==> src/rtl/conv_ctrl_pkg.sv <==
// Shared types and helpers for the convolution frame controller.
// Optional abort support in conv_frame_ctrl is enabled with CONV_FRAME_CTRL_ABORT_EN.
package conv_ctrl_pkg;

  typedef enum logic [1:0] {
    ST_IDLE   = 2'd0,
    ST_GAP    = 2'd1,
    ST_STREAM = 2'd2,
    ST_DRAIN  = 2'd3
  } state_t;

  localparam int DEFAULT_GAP       = 2;
  localparam int DEFAULT_DRAIN_CYC = 2;

  // Address width for a bank of n_coef entries (never below one bit).
  function automatic int coef_addr_w(input int n_coef);
    if (n_coef > 1) begin
      return $clog2(n_coef);
    end else begin
      return 1;
    end
  endfunction

  // Width of a counter that runs 0 .. n-1.
  function automatic int cnt_w(input int n);
    if (n > 1) begin
      return $clog2(n);
    end else begin
      return 1;
    end
  endfunction

endpackage

==> src/rtl/dstream.sv <==
// Valid/ready data stream; "in" is the consumer side, "out" the producer side.
interface dstream #(
  parameter int W = 32
);
  logic         valid;
  logic         ready;
  logic [W-1:0] data;

  modport in  (input valid, input data, output ready);
  modport out (output valid, output data, input ready);
endinterface

==> src/rtl/conv_frame_ctrl_coef_bank.sv <==
// Double-buffered coefficient store: writes land in the shadow bank, swap flips
// which bank drives kernel_flat.
module coef_bank
  import conv_ctrl_pkg::*;
#(
  parameter int W = 32,
  parameter int K = 5
) (
  input  logic                           clk,
  input  logic                           rst_n,
  input  logic                           we,
  input  logic [coef_addr_w(K*K)-1:0]    addr,
  input  logic [W-1:0]                   data,
  input  logic                           swap,
  output logic [K*K*W-1:0]               kernel_flat
);

  localparam int N = K * K;

  logic [N-1:0][W-1:0] bank0_r;
  logic [N-1:0][W-1:0] bank1_r;
  logic                bank_sel_r;
  logic                addr_ok_s;

  assign addr_ok_s   = (int'(addr) < N);
  assign kernel_flat = bank_sel_r ? bank1_r : bank0_r;

  // Shadow-bank writes and bank selection; the shadow is the bank not selected.
  always_ff @(posedge clk or negedge rst_n) begin
    if (!rst_n) begin
      bank0_r    <= '0;
      bank1_r    <= '0;
      bank_sel_r <= 1'b0;
    end else begin
      if (we && addr_ok_s) begin
        if (bank_sel_r) begin
          bank0_r[addr] <= data;
        end else begin
          bank1_r[addr] <= data;
        end
      end
      if (swap) begin
        bank_sel_r <= ~bank_sel_r;
      end
    end
  end

endmodule

==> src/rtl/conv_frame_ctrl.sv <==
// Frame sequencer feeding a convolution engine with a double-buffered kernel.
// Define CONV_FRAME_CTRL_ABORT_EN to add the abort input and aborted pulse.
module conv_frame_ctrl
  import conv_ctrl_pkg::*;
#(
  parameter int W         = 32,
  parameter int WIDTH     = 320,
  parameter int HEIGHT    = 240,
  parameter int K         = 5,
  parameter int GAP       = DEFAULT_GAP,
  parameter int DRAIN_CYC = DEFAULT_DRAIN_CYC
) (
  input  logic                        clk,
  input  logic                        rst_n,
  dstream.in                          src,
  dstream.out                         eng,
  input  logic                        start,
  input  logic                        coef_we,
  input  logic [coef_addr_w(K*K)-1:0] coef_addr,
  input  logic [W-1:0]                coef_data,
  input  logic                        coef_commit,
`ifdef CONV_FRAME_CTRL_ABORT_EN
  input  logic                        abort,
  output logic                        aborted,
`endif
  output logic [K*K*W-1:0]            kernel_flat,
  output logic                        busy,
  output logic                        done,
  output logic                        swap_pend,
  output logic [15:0]                 frame_cnt
);

  localparam int NPIX  = WIDTH * HEIGHT;
  localparam int PIX_W = cnt_w(NPIX);
  localparam int GAP_W = cnt_w(GAP);
  localparam int DRN_W = cnt_w(DRAIN_CYC);

  state_t           state_r;
  logic [GAP_W-1:0] gap_cnt_r;
  logic [PIX_W-1:0] pix_cnt_r;
  logic [DRN_W-1:0] drain_cnt_r;
  logic [15:0]      frame_cnt_r;
  logic             done_r;
  logic             abort_flag_r;
  logic             swap_pend_r;
`ifdef CONV_FRAME_CTRL_ABORT_EN
  logic             aborted_r;
`endif

  logic st_stream_s;
  logic hs_s;
  logic abort_s;
  logic last_pix_s;
  logic drain_last_s;
  logic enter_drain_s;
  logic pulse_next_s;
  logic pulse_abort_s;
  logic swap_s;
  logic bank_we_s;

  // The stream path is a pure pass-through gated by the STREAM state.
  assign st_stream_s = (state_r == ST_STREAM);
  assign eng.data    = src.data;
  assign eng.valid   = st_stream_s & src.valid;
  assign src.ready   = st_stream_s & eng.ready;
  assign hs_s        = src.valid & src.ready;

`ifdef CONV_FRAME_CTRL_ABORT_EN
  assign abort_s = abort & ((state_r == ST_GAP) | (state_r == ST_STREAM));
  assign aborted = aborted_r;
`else
  assign abort_s = 1'b0;
`endif

  assign bank_we_s = coef_we & ~swap_pend_r;
  assign busy      = (state_r != ST_IDLE);
  assign done      = done_r;
  assign swap_pend = swap_pend_r;
  assign frame_cnt = frame_cnt_r;

  // End-of-frame decode; the done/aborted pulse is registered one cycle ahead
  // so it lines up with the last DRAIN cycle.
  always_comb begin
    last_pix_s    = st_stream_s && hs_s && (pix_cnt_r == PIX_W'(NPIX - 1));
    drain_last_s  = (state_r == ST_DRAIN) && (drain_cnt_r == DRN_W'(DRAIN_CYC - 1));
    enter_drain_s = abort_s || last_pix_s;
    if (enter_drain_s) begin
      pulse_next_s  = (DRAIN_CYC == 1);
      pulse_abort_s = abort_s;
    end else if ((state_r == ST_DRAIN) && !drain_last_s) begin
      pulse_next_s  = (int'(drain_cnt_r) == DRAIN_CYC - 2);
      pulse_abort_s = abort_flag_r;
    end else begin
      pulse_next_s  = 1'b0;
      pulse_abort_s = 1'b0;
    end
    swap_s = ((state_r == ST_IDLE) && (coef_commit || swap_pend_r)) ||
             (drain_last_s && swap_pend_r);
  end

  // Frame FSM, counters, end-of-frame pulses and swap bookkeeping.
  always_ff @(posedge clk or negedge rst_n) begin
    if (!rst_n) begin
      state_r      <= ST_IDLE;
      gap_cnt_r    <= '0;
      pix_cnt_r    <= '0;
      drain_cnt_r  <= '0;
      frame_cnt_r  <= 16'd0;
      done_r       <= 1'b0;
      abort_flag_r <= 1'b0;
      swap_pend_r  <= 1'b0;
`ifdef CONV_FRAME_CTRL_ABORT_EN
      aborted_r    <= 1'b0;
`endif
    end else begin
      done_r <= pulse_next_s & ~pulse_abort_s;
`ifdef CONV_FRAME_CTRL_ABORT_EN
      aborted_r <= pulse_next_s & pulse_abort_s;
`endif
      if (swap_s) begin
        swap_pend_r <= 1'b0;
      end else if (coef_commit) begin
        swap_pend_r <= 1'b1;
      end

      case (state_r)
        ST_IDLE: begin
          if (start) begin
            state_r   <= ST_GAP;
            gap_cnt_r <= '0;
          end
        end
        ST_GAP: begin
          if (abort_s) begin
            state_r      <= ST_DRAIN;
            drain_cnt_r  <= '0;
            abort_flag_r <= 1'b1;
          end else if (gap_cnt_r == GAP_W'(GAP - 1)) begin
            state_r <= ST_STREAM;
          end else begin
            gap_cnt_r <= gap_cnt_r + GAP_W'(1);
          end
        end
        ST_STREAM: begin
          if (enter_drain_s) begin
            state_r      <= ST_DRAIN;
            drain_cnt_r  <= '0;
            pix_cnt_r    <= '0;
            abort_flag_r <= abort_s;
          end else if (hs_s) begin
            pix_cnt_r <= pix_cnt_r + PIX_W'(1);
          end
        end
        ST_DRAIN: begin
          if (drain_last_s) begin
            if (!abort_flag_r) begin
              frame_cnt_r <= frame_cnt_r + 16'd1;
            end
            abort_flag_r <= 1'b0;
            gap_cnt_r    <= '0;
            state_r      <= start ? ST_GAP : ST_IDLE;
          end else begin
            drain_cnt_r <= drain_cnt_r + DRN_W'(1);
          end
        end
        default: begin
          state_r <= ST_IDLE;
        end
      endcase
    end
  end

  coef_bank #(
    .W (W),
    .K (K)
  ) u_coef_bank (
    .clk         (clk),
    .rst_n       (rst_n),
    .we          (bank_we_s),
    .addr        (coef_addr),
    .data        (coef_data),
    .swap        (swap_s),
    .kernel_flat (kernel_flat)
  );

endmodule

==> src/flat_wrapper.sv <==
// flat-port wrapper written by rule: the top's interface ports become plain ports
module conv_frame_ctrl_flat import conv_ctrl_pkg::*;
#(
  parameter int W         = 32,
  parameter int WIDTH     = 320,
  parameter int HEIGHT    = 240,
  parameter int K         = 5,
  parameter int GAP       = DEFAULT_GAP,
  parameter int DRAIN_CYC = DEFAULT_DRAIN_CYC
)
  (clk, rst_n, start, coef_we, coef_addr, coef_data, coef_commit, kernel_flat, busy, done, swap_pend, frame_cnt, src_valid, src_data, src_ready, eng_valid, eng_data, eng_ready);
  dstream #(.W(W)) src_i ();
  dstream #(.W(W)) eng_i ();
  input  logic clk;
  input  logic rst_n;
  input  logic start;
  input  logic coef_we;
  input  logic [coef_addr_w(K*K)-1:0] coef_addr;
  input  logic [W-1:0] coef_data;
  input  logic coef_commit;
  output logic [K*K*W-1:0] kernel_flat;
  output logic busy;
  output logic done;
  output logic swap_pend;
  output logic [15:0] frame_cnt;
  input wire logic [$bits(src_i.valid)-1:0] src_valid;
  input wire logic [$bits(src_i.data)-1:0] src_data;
  output wire logic [$bits(src_i.ready)-1:0] src_ready;
  output wire logic [$bits(eng_i.valid)-1:0] eng_valid;
  output wire logic [$bits(eng_i.data)-1:0] eng_data;
  input wire logic [$bits(eng_i.ready)-1:0] eng_ready;
  assign src_i.valid = src_valid;
  assign src_i.data = src_data;
  assign src_ready = src_i.ready;
  assign eng_valid = eng_i.valid;
  assign eng_data = eng_i.data;
  assign eng_i.ready = eng_ready;
  conv_frame_ctrl #(.W(W), .WIDTH(WIDTH), .HEIGHT(HEIGHT), .K(K), .GAP(GAP), .DRAIN_CYC(DRAIN_CYC)) u_core (.clk(clk), .rst_n(rst_n), .src(src_i), .eng(eng_i), .start(start), .coef_we(coef_we), .coef_addr(coef_addr), .coef_data(coef_data), .coef_commit(coef_commit), .kernel_flat(kernel_flat), .busy(busy), .done(done), .swap_pend(swap_pend), .frame_cnt(frame_cnt));
endmodule
==> config.mk <==
export PLATFORM = sky130hd
export DESIGN_NAME = conv_frame_ctrl_flat
export DESIGN_NICKNAME = d
export VERILOG_FILES = /design/src/rtl/conv_ctrl_pkg.sv /design/src/rtl/dstream.sv /design/src/rtl/conv_frame_ctrl_coef_bank.sv /design/src/rtl/conv_frame_ctrl.sv /design/src/flat_wrapper.sv
export SDC_FILE = /design/constraint.sdc
export NUM_CORES = 2
export LEC_CHECK = 0
export ABC_AREA = 1
export CORE_MARGIN = 3
export CORE_UTILIZATION = 55
export DETAILED_ROUTE_END_ITERATION = 16
export PLACE_DENSITY = 0.8
export SYNTH_ARGS = -nofsm -noshare
export SYNTH_HDL_FRONTEND = slang
export SYNTH_SLANG_ARGS = --single-unit
==> constraint.sdc <==
create_clock -name clk -period 2 [get_ports clk]
set_clock_uncertainty 0.1 [all_clocks]
set_input_delay 0.4 -clock clk [delete_from_list [all_inputs] [get_ports clk]]
set_output_delay 0.4 -clock clk [all_outputs]
set_load 0.005 [all_outputs]
==> results.md <==
- Outcome: complete, but fails checks
- Failing checks: negative setup slack
- Via-to-Cell Ratio: 5.786
- PwrDens: 1289 nW/um2
- Register area share after synthesis: 59.80%
- Synth cell types: 26
- Core area: 122800 um2
- Routed len/inst: 22.27 um
- Pleak: 44.05 nW
- Post-layout instance area: 88440 um2
- Worst-skew pair later-pin latency: 0.78 ns
- Number of cells after detailed placement: 10.46k
- Arrival @ worst endpoint: 2.73 ns
- Clock buffer depth: 3
- Startpoint types: flop
- Worst slew pin tran: 0.5906 ns
- Max cap viols: 0
- TritonCTS clock tree: done
- Min setup slack post-route: -1.235 ns
- Warnings from Yosys: 0
- Vias in the first global route: 59.93k
- Placement row count: 128
- Setup crit start: u_core.u_coef_bank.bank_sel_r
- Htree depth: 4
- CP peak stage delay: 0.54 ns
- Clock sink count: 1640
- Slew Viols, Final: 0
- #FFs+latches synth: 1640
- Reg2reg start: u_core.u_coef_bank.bank_sel_r
- Synth Area per Inst: 8.284 um2
- Worst Hold Class: input pin to async pin
- Die ar.: 129100 um2
- Initial Utilization: 55.87%
- Drt drc: 0
- Syn nets: 8367
- Fin crit share: 161.7%
- Worst hold slack: 0.08216 ns
- Post-route core utilization: 72.00%
- Post-Synth Adder-Cell Area: 0.1276%
- First-pass GRT wire length: 357800 um
- Final ANT Viol Nets: 0
- DRT iter0 DRCs: 8400
- CTS buffer count: 163
- Fmax: 309.2 MHz
- Via Count: 62.55k
- CP cell instances: buf_16, buf_12, buf_12, buf_6, nand2_1, nand2_1, clkdlybuf4s50_1
- Post-synthesis mux area share: 0%
- Synth Area in Compound Gates: 11.81%
- Setup-failing EPs final: 1992
- GRT Resource Usage Total: 36.04%
- Total Power: 114.0 mW
- Total gr overflow: 0
- CP max FO: 12
- VDD IR-drop max: 870.6 uV
- Largest family of logic cells by synthesized area: simple AND/OR/NAND/NOR gates
- CP required: 1.50 ns
- XOR/XNOR Fraction of Synth Area: 0.2170%
- Fill cell count: 8567
- RSZ-0062 raised after global routing: yes
- Largest net degree at the start of global routing: 79
- Non-Filler Instances: 10.81k
- Slew HR: 60.63%
- WS Path Type: flop to output pin
- Input/output buffers: 864
- Root Buffer: clkbuf_16
- Mapped cell area: 68630 um2
- Num ports: 929
- Largest area contributor in the netlist: dfrtp_1
- Final Routed Wirelength: 240800 um
- Die width: 359.2 um
- Placed inst area: 81650 um2
- Antenna violations before repair: 15
- Routability congestion estimate: 0.8709
- Crit-path slowest cell: dfrtp_4
- Post-DP HPWL: 152000 um
- Worst-path clk slew: 0.06 ns
- DP Worst Slack: -0.9803 ns
- DIE HEIGHT: 359.2 um
- Area growth syn-to-layout: 28.87%
- Crit path time final: 3.235 ns
- Hold Vio Cnt, Final: 0
- Share of cells above drive strength 1: 10.46%
- Syn Inst Count: 8284
- Synth area leaders: dfrtp_1, nand2_1, o21ai_0
- Pre-Repair DR Iteration Count: 8
- Crit end category: output pin
- Post-Synth Simple-Gate Area: 23.54%
- NumNets Final: 9130
- Synth top area share: 59.80%
- Setup TNS: -998.72 ns
## metal layers
layer	up-vias	GRT usage, %	share of wire (%)
met5	-	0	0.025
met4	10	24.54	7.9
met3	825	7.209	10
met2	3774	55.36	45
met1	30280	46.53	37
li1	27660	-	-
## cell usage after synthesis
master / count
nand3b_1: 1
buf_2: 60
o21bai_1: 1
buf_4: 32
clkbuf_1: 576
dfrtp_1: 1640
buf_6: 4
nor2_1: 64
nand3_1: 23
xor2_1: 10
clkbuf_2: 1
nand4_1: 6
nand2_4: 15
nor2_4: 2
o21ai_1: 541
a21oi_1: 7
inv_2: 2
buf_1: 3
nor3_1: 5
o21ai_0: 1070
xnor2_1: 7
inv_1: 85
nand2_2: 26
or2_0: 1
ha_1: 7
nand2_1: 4095
## registers in the layout (all words and copies together) (netlist names)
| name | cells |
|---|---|
| u_core.pix_cnt_r | 17 |
| u_core.frame_cnt | 16 |
| u_core.u_coef_bank.bank_sel_r | 1 |
| u_core.drain_cnt_r | 1 |
| u_core.gap_cnt_r | 1 |
| u_core.swap_pend | 1 |
| u_core.state_r | 2 |
| u_core.u_coef_bank.bank1_r | 800 |
| u_core.u_coef_bank.bank0_r | 800 |
| u_core.done | 1 |
## cell type report
| class | count | area [um2] | share of cell area, % |
|---|---|---|---|
| inverter | 87 | 352.8 | 0.3989 |
| tap | 1625 | 2033 | 2.299 |
| timing repair buffer | 1274 | 14560 | 16.46 |
| antenna | 7 | 17.52 | 0.01981 |
| clock inverter | 48 | 546.8 | 0.6182 |
| clock buffer | 249 | 4991 | 5.643 |
| sequential | 1640 | 41040 | 46.41 |
| multi-input combinational | 5881 | 24900 | 28.16 |
## logic make-up (layout without fill, tap and decap cells)
family	Yosys count	after routing
compound gates	1619	1619
xor+xnor	17	17
fa+ha+maj	7	7
buf+inv	763	1658
flops	1640	1640
other cells	0	7
simple gates	4238	4238
## path summary, 6_finish.rpt
check / end / slack, ns / depth (start not counted)
worst min register to register: u_core.u_coef_bank.bank0_r[208] / 0.38 / 2
worst min-delay path: u_core.u_coef_bank.bank1_r[16] / 0.08 / 2
min in group clk: u_core.swap_pend / 0.12 / 3
worst max-delay path: kernel_flat[355] / -1.23 / 7
worst max register to register: u_core.u_coef_bank.bank0_r[660] / -0.28 / 8
max in group asynchronous: u_core.u_coef_bank.bank1_r[325] / 0.75 / 4
## worst max-delay path: cells and delay by family (launching register included)
family                 cells  cell delay [ns]
AND/OR/NAND/NOR            2             0.19
buffers and inverters      5             1.24
flip-flops                 1             0.54
## cells in the final DEF, fill, tap and decap left out, types with 5 or more instances in the layout
master and instances:
a21oi_1 7, buf_12 185, buf_16 21, buf_2 12, buf_4 177, buf_6 19, bufinv_16 9, clkbuf_1 35
clkbuf_16 183, clkbuf_2 47, clkbuf_8 44, clkdlybuf4s15_2 9, clkdlybuf4s50_1 738, clkinv_2 28, dfrtp_1 1639, diode_2 7
dlygate4sd2_1 10, dlymetal6s2s_1 34, ha_1 7, inv_1 53, inv_2 33, nand2_1 3962, nand2_2 145, nand2_4 29
nand3_1 23, nand4_1 6, nor2_1 64, nor3_1 5, o21ai_0 1070, o21ai_1 541, xnor2_1 7, xor2_1 10
## power breakdown
group	internal [mW]	switching (mW)	leakage [nW]	total, mW
clock	18.4	13.2	2.75	31.6
combinational	17.4	20.8	19.0	38.2
sequential	40.1	4.09	22.3	44.2
total	75.9	38.1	44.1	114
## what timing repair did
action / in CTS / in global routing
hold buffers: 1 / 0
buffers inserted: 10 / 18
gates resized for setup: 131 / 315
hold endpoints to repair: 869 / 0
endpoints found under the setup margin: 1642 / 2386
gates cloned: 4 / 15
pin swaps: 5 / 27
(Power assumes the default switching activity.)
